===== src/rtl/load_store_unit.sv =====
// load_store_unit: single-outstanding load/store initiator for a word-addressed
// asynchronous data memory. A byte-addressed request is range/alignment checked,
// then sequenced SETUP -> ACCESS -> HOLD -> RESP so that the address and write
// data are stable around the enable pulse and ren/wen are never high together.
// Optional build macro: LSU_PERF_COUNTERS_EN adds saturating load/store/error
// counters; without it the counter ports are tied to zero.
module load_store_unit #(
    parameter int ACCESS_CYCLES  = 1,
    parameter int WORD_ADDR_BITS = 12
) (
    input  logic        clock,
    input  logic        reset,
    input  logic        req_valid,
    output logic        req_ready,
    input  logic        req_write,
    input  logic [31:0] req_addr,
    input  logic [31:0] req_wdata,
    output logic        resp_valid,
    input  logic        resp_ready,
    output logic [31:0] resp_rdata,
    output logic        resp_err,
    output logic        mem_ren,
    output logic        mem_wen,
    output logic [31:0] mem_addr,
    output logic [31:0] mem_din,
    input  logic [31:0] mem_dout,
    output logic [31:0] cnt_reads,
    output logic [31:0] cnt_writes,
    output logic [31:0] cnt_errors
);

    typedef enum logic [2:0] {
        IDLE   = 3'd0,
        SETUP  = 3'd1,
        ACCESS = 3'd2,
        HOLD   = 3'd3,
        RESP   = 3'd4
    } state_t;

    // Enable pulse length; 4 bits covers the legal 1..15 range.
    localparam logic [3:0] ACC_LEN = 4'(ACCESS_CYCLES);

    state_t      state_q, state_d;
    logic        is_write_q, is_write_d;
    logic [3:0]  acc_cnt_q, acc_cnt_d;
    logic        mem_ren_q, mem_ren_d;
    logic        mem_wen_q, mem_wen_d;
    logic [31:0] mem_addr_q, mem_addr_d;
    logic [31:0] mem_din_q, mem_din_d;
    logic        resp_valid_q, resp_valid_d;
    logic [31:0] resp_rdata_q, resp_rdata_d;
    logic        resp_err_q, resp_err_d;

    logic        accept;
    logic        req_bad;

    assign accept  = (state_q == IDLE) && req_valid;
    // Misaligned, or any address bit above the usable word range is set.
    assign req_bad = (req_addr[1:0] != 2'b00) ||
                     ((req_addr >> (WORD_ADDR_BITS + 2)) != 32'd0);

    assign req_ready  = (state_q == IDLE);
    assign resp_valid = resp_valid_q;
    assign resp_rdata = resp_rdata_q;
    assign resp_err   = resp_err_q;
    assign mem_ren    = mem_ren_q;
    assign mem_wen    = mem_wen_q;
    assign mem_addr   = mem_addr_q;
    assign mem_din    = mem_din_q;

    // State register.
    always_ff @(posedge clock) begin
        if (reset) begin
            state_q <= IDLE;
        end else begin
            state_q <= state_d;
        end
    end

    // Next-state: errors skip the memory entirely; ACCESS exits on its last cycle.
    always_comb begin
        state_d = state_q;
        case (state_q)
            IDLE:    if (req_valid) state_d = req_bad ? RESP : SETUP;
            SETUP:   state_d = ACCESS;
            ACCESS:  if (acc_cnt_q == 4'd1) state_d = HOLD;
            HOLD:    state_d = RESP;
            RESP:    if (resp_valid_q && resp_ready) state_d = IDLE;
            default: state_d = IDLE;
        endcase
    end

    // Output/datapath: everything is registered, computed one cycle ahead of state.
    always_comb begin
        is_write_d   = is_write_q;
        acc_cnt_d    = acc_cnt_q;
        mem_ren_d    = mem_ren_q;
        mem_wen_d    = mem_wen_q;
        mem_addr_d   = mem_addr_q;
        mem_din_d    = mem_din_q;
        resp_valid_d = resp_valid_q;
        resp_rdata_d = resp_rdata_q;
        resp_err_d   = resp_err_q;
        case (state_q)
            IDLE: begin
                if (req_valid) begin
                    is_write_d   = req_write;
                    resp_rdata_d = 32'd0;
                    resp_err_d   = req_bad;
                    // Address/data go out during SETUP, ahead of any enable edge.
                    if (!req_bad) begin
                        mem_addr_d = {2'b00, req_addr[31:2]};
                        mem_din_d  = req_write ? req_wdata : 32'd0;
                    end
                end
            end
            SETUP: begin
                acc_cnt_d = ACC_LEN;
                mem_wen_d = is_write_q;
                mem_ren_d = !is_write_q;
            end
            ACCESS: begin
                if (acc_cnt_q == 4'd1) begin
                    mem_ren_d    = 1'b0;
                    mem_wen_d    = 1'b0;
                    resp_rdata_d = is_write_q ? 32'd0 : mem_dout;
                end else begin
                    acc_cnt_d = acc_cnt_q - 4'd1;
                end
            end
            HOLD: begin
                resp_valid_d = 1'b1;
            end
            RESP: begin
                // Error responses arrive here with valid low; raise it one cycle later.
                if (!resp_valid_q) begin
                    resp_valid_d = 1'b1;
                end else if (resp_ready) begin
                    resp_valid_d = 1'b0;
                end
            end
            default: begin
                mem_ren_d    = 1'b0;
                mem_wen_d    = 1'b0;
                resp_valid_d = 1'b0;
            end
        endcase
    end

    // Registered outputs and request context; reset abandons any access in flight.
    always_ff @(posedge clock) begin
        if (reset) begin
            is_write_q   <= 1'b0;
            acc_cnt_q    <= 4'd0;
            mem_ren_q    <= 1'b0;
            mem_wen_q    <= 1'b0;
            mem_addr_q   <= 32'd0;
            mem_din_q    <= 32'd0;
            resp_valid_q <= 1'b0;
            resp_rdata_q <= 32'd0;
            resp_err_q   <= 1'b0;
        end else begin
            is_write_q   <= is_write_d;
            acc_cnt_q    <= acc_cnt_d;
            mem_ren_q    <= mem_ren_d;
            mem_wen_q    <= mem_wen_d;
            mem_addr_q   <= mem_addr_d;
            mem_din_q    <= mem_din_d;
            resp_valid_q <= resp_valid_d;
            resp_rdata_q <= resp_rdata_d;
            resp_err_q   <= resp_err_d;
        end
    end

`ifdef LSU_PERF_COUNTERS_EN
    logic [31:0] cnt_reads_q, cnt_reads_d;
    logic [31:0] cnt_writes_q, cnt_writes_d;
    logic [31:0] cnt_errors_q, cnt_errors_d;

    function automatic logic [31:0] sat_inc(input logic [31:0] v);
        return (v == 32'hFFFF_FFFF) ? v : v + 32'd1;
    endfunction

    // Count on the acceptance edge, classified by the same check the FSM uses.
    always_comb begin
        cnt_reads_d  = cnt_reads_q;
        cnt_writes_d = cnt_writes_q;
        cnt_errors_d = cnt_errors_q;
        if (accept) begin
            if (req_bad)        cnt_errors_d = sat_inc(cnt_errors_q);
            else if (req_write) cnt_writes_d = sat_inc(cnt_writes_q);
            else                cnt_reads_d  = sat_inc(cnt_reads_q);
        end
    end

    // Counter registers.
    always_ff @(posedge clock) begin
        if (reset) begin
            cnt_reads_q  <= 32'd0;
            cnt_writes_q <= 32'd0;
            cnt_errors_q <= 32'd0;
        end else begin
            cnt_reads_q  <= cnt_reads_d;
            cnt_writes_q <= cnt_writes_d;
            cnt_errors_q <= cnt_errors_d;
        end
    end

    assign cnt_reads  = cnt_reads_q;
    assign cnt_writes = cnt_writes_q;
    assign cnt_errors = cnt_errors_q;
`else
    assign cnt_reads  = 32'd0;
    assign cnt_writes = 32'd0;
    assign cnt_errors = 32'd0;
`endif

endmodule


===== config.mk =====
export PLATFORM = sky130hd
export DESIGN_NAME = load_store_unit
export DESIGN_NICKNAME = d
export VERILOG_FILES = /design/src/rtl/load_store_unit.sv
export SDC_FILE = /design/constraint.sdc
export NUM_CORES = 1
export LEC_CHECK = 0
export ABC_CLOCK_PERIOD_IN_PS = 3160
export CORE_AREA = 2 2 115 117
export CTS_CLUSTER_DIAMETER = 40
export CTS_CLUSTER_SIZE = 25
export DETAILED_ROUTE_END_ITERATION = 6
export DIE_AREA = 0 0 117 119
export MAX_ROUTING_LAYER = met4
export PLACE_DENSITY = 0.86
export SLEW_MARGIN = 5
export SYNTH_ARGS = -nofsm -noshare
export SYNTH_HDL_FRONTEND = slang
export SYNTH_SLANG_ARGS = --single-unit

===== constraint.sdc =====
create_clock -name clock -period 3.16 [get_ports clock]
set_input_delay 0.474 -clock clock [delete_from_list [all_inputs] [get_ports clock]]
set_output_delay 0.474 -clock clock [all_outputs]
set_load 0.02 [all_outputs]

# After elaboration in Yosys (flattened, before gate mapping)

Cells that the tools add are included.

Add/sub/neg operators: 1
Equal/unequal tests: 9
Multiplexer cells: 18
Bitwise logic cells: 2
Reductions and logical operators: 16

Operator list:

| operator                                          | number |
|---|---|
| 2-to-1 mux 32 bit                                 | 4 |
| one-hot mux 32 bit (2 select lines)               | 1 |
| nonzero test 32 bit                               | 1 |
| one-hot mux 3 bit (5 select lines)                | 1 |
| 2-to-1 mux 3 bit                                  | 4 |
| one-hot mux 1 bit (3 select lines)                | 3 |
| AND reduction 3 bit                               | 3 |
| != test 2 bit (second input constant)             | 4 |
| one-hot mux 4 bit (2 select lines)                | 1 |
| == test 3 x 2 -> 1 bit (second input constant)    | 2 |
| AND reduction 2 bit                               | 3 |
| nonzero test 2 bit                                | 3 |
| OR reduction 3 bit                                | 2 |
| == test 4 x 1 -> 1 bit (second input constant)    | 1 |
| 2-to-1 mux 4 bit                                  | 1 |
| subtractor 4 x 1 -> 4 bit (second input constant) | 1 |
| == test 3 x 1 -> 1 bit (second input constant)    | 1 |
| == test 3 bit (second input constant)             | 1 |
| logical NOT 3 bit                                 | 1 |
| 2-to-1 mux 1 bit                                  | 3 |
| inverter 1 bit                                    | 2 |
| logical AND 1 bit                                 | 1 |
| logical NOT 1 bit                                 | 1 |
| logical OR 1 bit                                  | 1 |

Flip-flop bits (word level): 106
Input bits: 101
Output and inout bits: 197
Word-level logic and storage cells: 56

# Logic depth before layout (Yosys ltp)

Gate-level depths: netlist (run 1).

Depth after elaboration: 5
Gate-level depth with buffers: 7
Mapped depth without buffers: 6

# Worst setup path before layout (run 1)

No wires, ideal clock.

Kind: in2reg
From: input req_addr[20]
To: register mem_din_q[10] (netlist: mem_din[10])
Setup time: 0.072 ns
Arrival: 1.690 ns
Required time: 3.088 ns
Setup slack: 1.399 ns
Cell stages on the path: 5
Path buffers: 1
Cells stage by stage: nor4_1 nand3_1 nor3_4 buf_6 mux2i_1

Word-level cells in the longest chain between the ends: 4

Ends and longest elaborated chain:

| item                                 | RTL line | source |
|---|---|---|
| start: declaration                   | 16       | `input logic [31:0] req_addr,` |
| nonzero test 32 bit                  | 60       | `((req_addr >> (WORD_ADDR_BITS + 2)) != 32'd0);` |
| logical OR 1 bit                     | 59       | `assign req_bad = (req_addr[1:0] != 2'b00) \|\|` |
| inverter 1 bit (no source line)      | n/a      |  |
| AND reduction 3 bit (no source line) | n/a      |  |
| end signal: assignment               | 168      | `mem_din_q <= mem_din_d;` |
| end: declaration                     | 49       | `logic [31:0] mem_din_q, mem_din_d;` |

No other way between the ends.
A chain may end at the register's enable or synchronous reset.

# Worst setup path in the final report (run 1)

From: register state_q[2]
To: output req_ready

Word-level cells in the longest chain between the ends: 1

Ends and longest elaborated chain:

| item                     | RTL line | source |
|---|---|---|
| start: declaration       | 43       | `state_t state_q, state_d;` |
| start signal: assignment | 76       | `state_q <= state_d;` |
| logical NOT 3 bit        | 62       | `assign req_ready = (state_q == IDLE);` |
| end: declaration         | 14       | `output logic req_ready,` |

No other way between the ends.

==> flow_metrics.py, run 1 <==
metrics = {
    "run_status": {
        "status": "finished, final reports clean",
    },
    "clocking": {
        "cts_buffers": 9,
        "cts_buffer_depth": 2,
        "numClockSinks": 106,
        "cts_tree": "done",
        "ctsHoldBuffers": 0,
        "clk_pin_slew_worst_paths_ns": 0.07,
        "cts_setup_buffers": 0,
        "post_cts_resized": 0,
        "clk_latency_ns": 0.35,
        "cts-root-buf": "clkbuf_16",
        "cts-htree-levels": 3,
    },
    "synthesis": {
        "post-synth-top-count-cell": "dfxtp_1",
        "synth_common_cells": "dfxtp_1 (106), buf_4 (101), mux2i_1 (64), and2_1 (51), nor2_1 (38)",
        "synth_edf_count": 0,
        "async_flop_share_pct": 0,
        "yosysWarnings": 0,
        "synthFlopType": "dfxtp_1",
        "synth-seq-area-share_pct": 40.3,
        "synth_area_leader_cell": "dfxtp_1",
        "synth_top_area_share_pct": 40.3,
        "syn_area_per_cell_sq_um": 9.45,
        "yosysUniqueCellTypes": 41,
        "yosys-top-cells-area": "dfxtp_1 (40%), buf_4 (14%), mux2i_1 (12%)",
        "syn_inst": 557,
        "netlist_area_sq_mm": 0.00526,
        "synth.ff_latch_count": 106,
    },
    "drt": {
        "ant_nets": 0,
        "routed_wl_um": 12500,
        "dr.pass1.iters": 4,
        "routedWlPerCell_um": 13.5,
        "drc": 0,
        "viasPerCell": 4.50,
        "first_iter_violations": 219,
        "vias": 4149,
    },
    "worst_hold_path": {
        "hold_path.class": "reg2reg",
        "min_from": "mem_addr[12]",
    },
    "timing": {
        "fin_setup_tns_ns": 0,
        "tightest_slew_ns": 0.634,
        "max_slew_margin_pct": 57.6,
        "finalCritPeriodShare_pct": 72.3,
        "setup_violations": 0,
        "hold_viol": 0,
        "rsz0062_at_grt": "no",
        "clock_skew_ns": 0.00822,
        "slew_viol_final": 0,
        "fmax_mhz": 438,
        "min_period_ns": 2.29,
        "fin_ws_ns": 0.875,
        "hold_slack_ns": 0.461,
    },
    "global_routing": {
        "grtUsageTotal_pct": 18.1,
        "antenna_found_initial": 0,
        "grt_pass1_vias": 3893,
        "grt_pass1_wl_um": 19200,
        "grt_max_degree": 49,
        "overflow": 0,
    },
    "worst_setup_path": {
        "r2r_start": "state_q[2]",
        "r2r_slack_ns": 0.87,
        "critPathRequiredTime_ns": 2.69,
        "startpoint_type": "flip-flop",
        "critical_path_class": "reg2out",
        "cp.arrival_ns": 1.81,
        "cp-startpoint": "state_q[2]",
        "cp-end-kind": "output pin",
        "critPathMaxFanout": 15,
    },
    "placement": {
        "numPortBuffers": 199,
        "post-place-ws_ns": 0.605,
        "place.gp.congestion": 0.784,
        "placed_cells": 905,
        "dpl.hpwl_um": 9140,
    },
    "floorplanning": {
        "die_w_um": 117,
        "num_rows": 42,
        "die_h_um": 119,
        "fp.coreArea_sq_mm": 0.0129,
        "io_pins": 298,
        "start_util_pct": 40.9,
        "die-area_sq_mm": 0.0139,
    },
    "finish": {
        "area_growth_pct": 39.6,
        "n_antenna_cell": 0,
        "layoutNonFillerInstCount": 921,
        "nets": 843,
        "drive_gt1_share_pct": 5.37,
    },
    "power": {
        "ir_drop_mv": 0.289,
        "power.density_mw_per_mm2": 390,
        "leakage_uw": 0.00285,
    },
    "job": {
        "cap_viol_max_count": 0,
    },
}
layout by cell type (no fill, tap or decap), types with 4 or more instances in the layout:
master	count
clkdlybuf4s50_1	198
dfxtp_1	106
conb_1	98
mux2i_1	64
and2_1	51
nor2_1	38
nand2b_1	33
nand3b_1	33
a21oi_1	16
nand4_1	12
o31ai_1	12
buf_4	12
clkbuf_16	9
nand2_1	7
nand3_1	6
nor3_1	5
nor4_1	4
state kept, by name, summed over array words and instances, names as in the netlist:
register and count:
state_q 3, mem_ren 1, is_write_q 1, mem_wen 1
resp_rdata 32, resp_err 1, resp_valid 1, mem_din 32
mem_addr 30, acc_cnt_q 4
report_power, final:
| group | switching [uW] | total, uW | internal [uW] | leakage [uW] |
|---|---|---|---|---|
| clock | 537 | 1170 | 631 | 0.000154 |
| combinational | 194 | 351 | 157 | 0.00184 |
| sequential | 8.38 | 1350 | 1340 | 0.000854 |
per-stage QoR:
| stage | total power (uW) | util (%) | area, sq um |
|---|---|---|---|
| 6_report | 2870 | 57.1 | 7350 |
| 4_1_cts | 2920 | 57.1 | 7350 |
| 5_1_grt | 3000 | 57.1 | 7350 |
| 3_3_place_gp | 1730 | 54.7 | 7040 |
| 3_5_place_dp | 1730 | 54.7 | 7040 |
| 2_1_floorplan | 1670 | - | 5630 |
worst max-delay path, cell delays in order (launching register included):
cell and delay, ns:
dfxtp_1 0.50, nor3_4 0.29, clkdlybuf4s50_1 0.67
per-layer routing:
layer	wire (um)	global-route usage (%)	part of all wire [%]
met2	5910	29.2	47
met3	966	4.99	7.7
met1	5340	21.2	43
met4	258	7.21	2.1
met5	0	-	0
kinds of logic after synthesis:
group	share of synthesized area, %
AND/OR/NAND/NOR	24.4
buffers and inverters	17.6
flip-flops	40.3
multiplexers	12.4
AO/OA/AOI/OAI	4.47
adder cells (fa/ha/maj)	0.475
XOR/XNOR	0.333
other	0.0712
worst paths after layout:
| check | to | cells after the start |
|---|---|---|
| max | req_ready | 2 |
| min | mem_addr[12] | 1 |
| max reg2reg | mem_din[18] | 5 |
| min reg2reg | mem_addr[12] | 1 |
area by class of cell:
type / instances / area [sq um]
multi-input combinational: 410 / 2600
inverter: 2 / 7.51
clock buffer: 9 / 225
tap: 176 / 220
sequential: 106 / 2120
timing repair buffer: 211 / 2090
clock inverter: 7 / 83.8
fill: 1127 / 5530
Power figures use the tool's default switching activity.
==> run 2: changes to the inputs <==
==> config.mk (replaced) <==
export PLATFORM = sky130hd
export DESIGN_NAME = load_store_unit
export DESIGN_NICKNAME = d
export VERILOG_FILES = /design/src/rtl/load_store_unit.sv
export SDC_FILE = /design/constraint.sdc
export NUM_CORES = 1
export LEC_CHECK = 0
export ABC_CLOCK_PERIOD_IN_PS = 2000
export CORE_UTILIZATION = 35
export CTS_CLUSTER_DIAMETER = 40
export CTS_CLUSTER_SIZE = 25
export DETAILED_ROUTE_END_ITERATION = 6
export MAX_ROUTING_LAYER = met4
export PLACE_DENSITY = 0.77
export SLEW_MARGIN = 5
export SYNTH_ARGS = -nofsm -noshare
export SYNTH_HDL_FRONTEND = slang
export SYNTH_SLANG_ARGS = --single-unit
==> constraint.sdc (replaced) <==
create_clock -name clock -period 2 [get_ports clock]
set_input_delay 0.3 -clock clock [delete_from_list [all_inputs] [get_ports clock]]
set_output_delay 0.3 -clock clock [all_outputs]
set_load 0.02 [all_outputs]
==> run 2 against run 1 <==
Final cell count increased by 2.0%. Sequential cell count stayed put. Cell area grew 1.7%. Highest routed layer unchanged. Routed wire length increased by 3.4%. Sequential power up 57%. Worst setup slack worse by 0.66 ns. Clock skew is 0.0014 ns lower. Worst hold slack worse by 0.099 ns.
==> flow_metrics.py, run 2 (same netlist as run 1, synthesis figures left out) <==
metrics = {
    "timing": {
        "max_slew_margin_pct": 62.9,
        "min_period_ns": 1.78,
        "hold_viol": 0,
        "slew_viol_final": 0,
        "fin_ws_ns": 0.219,
        "fmax_mhz": 561,
        "finalCritPeriodShare_pct": 89.1,
        "tightest_slew_ns": 0.556,
        "rsz0062_at_grt": "no",
        "clock_skew_ns": 0.00684,
        "setup_violations": 0,
    },
    "drt": {
        "routed_wl_um": 12900,
        "first_iter_violations": 173,
        "routedWlPerCell_um": 13.7,
        "ant_nets": 0,
        "viasPerCell": 4.44,
        "dr.pass1.iters": 4,
        "vias": 4167,
        "drc": 0,
    },
    "worst_setup_path": {
        "worst-r2r-cell-count": 4,
        "critical_path_class": "in2reg",
        "critPathRequiredTime_ns": 2.28,
        "cpMaxStageDelayCell": "clkdlybuf4s50_1",
        "r2r_slack_ns": 0.25,
        "crit_path_max_incr_delay_ns": 0.45,
        "cp-startpoint": "req_addr[28]",
        "startpoint_type": "primary input",
        "cp.arrival_ns": 2.06,
        "r2r-end": "acc_cnt_q[1]",
        "r2r_start": "state_q[1]",
        "cp-end-kind": "flip-flop",
        "critPathMaxFanout": 25,
        "crit_chain": "clkdlybuf4s50_1 > nor4_1 > nand3_1 > buf_4 > nor3_4 > buf_12 > mux2i_1",
    },
    "worst_hold_path": {
        "min_to": "resp_rdata[1]",
        "hold_path.class": "in2reg",
        "whs_path_depth": 2,
        "min_from": "reset",
    },
    "job": {
        "cap_viol_max_count": 0,
    },
    "power": {
        "ir_drop_mv": 0.411,
        "p_total_uw": 4440,
        "leakage_uw": 0.00291,
        "power.density_mw_per_mm2": 594,
    },
    "finish": {
        "area_growth_pct": 42.0,
        "layout_commonest_cell": "clkdlybuf4s50_1",
        "drive_gt1_share_pct": 6.62,
        "n_antenna_cell": 0,
        "multi_input_area_sq_mm": 0.00260,
        "finish.utilization_pct": 51.2,
        "nets": 853,
        "seqCellArea_sq_mm": 0.00212,
        "n_fill_cell": 1365,
        "layout_common_cells": "clkdlybuf4s50_1 (197), dfxtp_1 (106), conb_1 (98), mux2i_1 (64), and2_1 (51)",
    },
    "floorplanning": {
        "die_w_um": 125,
        "fp.coreArea_sq_mm": 0.0146,
        "io_pins": 298,
        "die_h_um": 125,
        "start_util_pct": 36.1,
        "num_rows": 44,
        "die-area_sq_mm": 0.0155,
    },
    "placement": {
        "place.gp.congestion": 0.721,
        "dpl.hpwl_um": 9420,
        "post-place-ws_ns": -0.182,
        "numPortBuffers": 199,
    },
    "global_routing": {
        "grt_pass1_vias": 3933,
        "grt_max_degree": 61,
        "antenna_found_initial": 0,
        "grt_pass1_wl_um": 20300,
        "overflow": 0,
        "grtUsageTotal_pct": 17.1,
    },
    "clocking": {
        "numClockSinks": 106,
        "cts-root-buf": "clkbuf_16",
        "cts_buffers": 9,
        "cts-htree-levels": 3,
        "ctsHoldBuffers": 0,
        "clk_latency_ns": 0.35,
        "clk_pin_slew_worst_paths_ns": 0.07,
        "cts_tree": "done",
        "cts_buffer_depth": 2,
    },
    "run_status": {
        "status": "finished, final reports clean",
    },
}
==> run 2: cell count changes in the layout (fill, tap and decap cells not counted), moves of 2 or more <==
cell / before / now
inv_8: 2 / 0
clkbuf_8: 0 / 2
buf_4: 12 / 17
buf_12: 1 / 6
==> run 2: how the worst max path moves through the flow <==
stage             endpoint  slack [ns]
2_1_floorplan  mem_din[10]        0.27
3_3_place_gp    mem_din[4]       -0.16
3_5_place_dp   mem_din[10]       -0.18
4_1_cts        mem_din[10]        0.19
5_1_grt        mem_din[17]        0.04
6_report       mem_din[10]        0.22
==> run 2: power breakdown <==
part	total, uW	switching, uW	leakage (uW)	internal, uW
Clock	1730	808	0.000146	921
Sequential	2120	6.56	0.000854	2120
Combinational	589	319	0.00191	269
==> run 2: critical path, delay by kind of cell <==
family	cells	cell delay, ns
buf+inv	3	0.86
simple gates	3	0.67
mux	1	0.21
==> run 2: area by class of cell <==
class | instances | area share, %
clock buffer | 11 | 3.38
clock inverter | 5 | 0.485
inverter | 2 | 0.100
multi-input combinational | 410 | 34.8
sequential | 106 | 28.4
tap | 184 | 3.08
timing repair buffer | 221 | 29.8
==> run 2: timing repair <==
action / in CTS / in global routing
resized for setup: 1 / 0
endpoints found under the setup margin: 1 / 0
buffers inserted: 0 / 0
==> run 2: stage by stage <==
| stage | hold slack, ns | TNS (ns) | cell area (sq um) | instances |
|---|---|---|---|---|
| 3_5_place_dp | 0.445 | -6.18 | 7190 | 923 |
| 4_1_cts | 0.353 | 0 | 7470 | 939 |
| 3_3_place_gp | 0.443 | -6.12 | 7190 | 923 |
| 5_1_grt | 0.373 | 0 | 7470 | 939 |
| 6_report | 0.362 | 0 | 7470 | 939 |
| 2_1_floorplan | 0.450 | 0 | 5630 | 654 |
==> run 2: routing by layer <==
metal	share of wire, %	up-vias	GRT usage (%)	routed length [um]
met1	41	1903	18.4	5340
met2	48	190	28.9	6170
met4	1.9	0	6.02	249
li1	-	2058	-	-
met5	0	-	-	0
met3	8.8	16	6.19	1140
==> run 3: changes to the inputs <==
--- a/config.mk
+++ b/config.mk
@@ -10,6 +10,7 @@
 export CTS_CLUSTER_DIAMETER = 40
 export CTS_CLUSTER_SIZE = 25
 export DETAILED_ROUTE_END_ITERATION = 6
+export HOLD_SLACK_MARGIN = 0.12
 export MAX_ROUTING_LAYER = met4
 export PLACE_DENSITY = 0.77
 export SLEW_MARGIN = 5
==> results of run 3 <==
No change in the layout: final DEF, timing and power equal those of run 2.
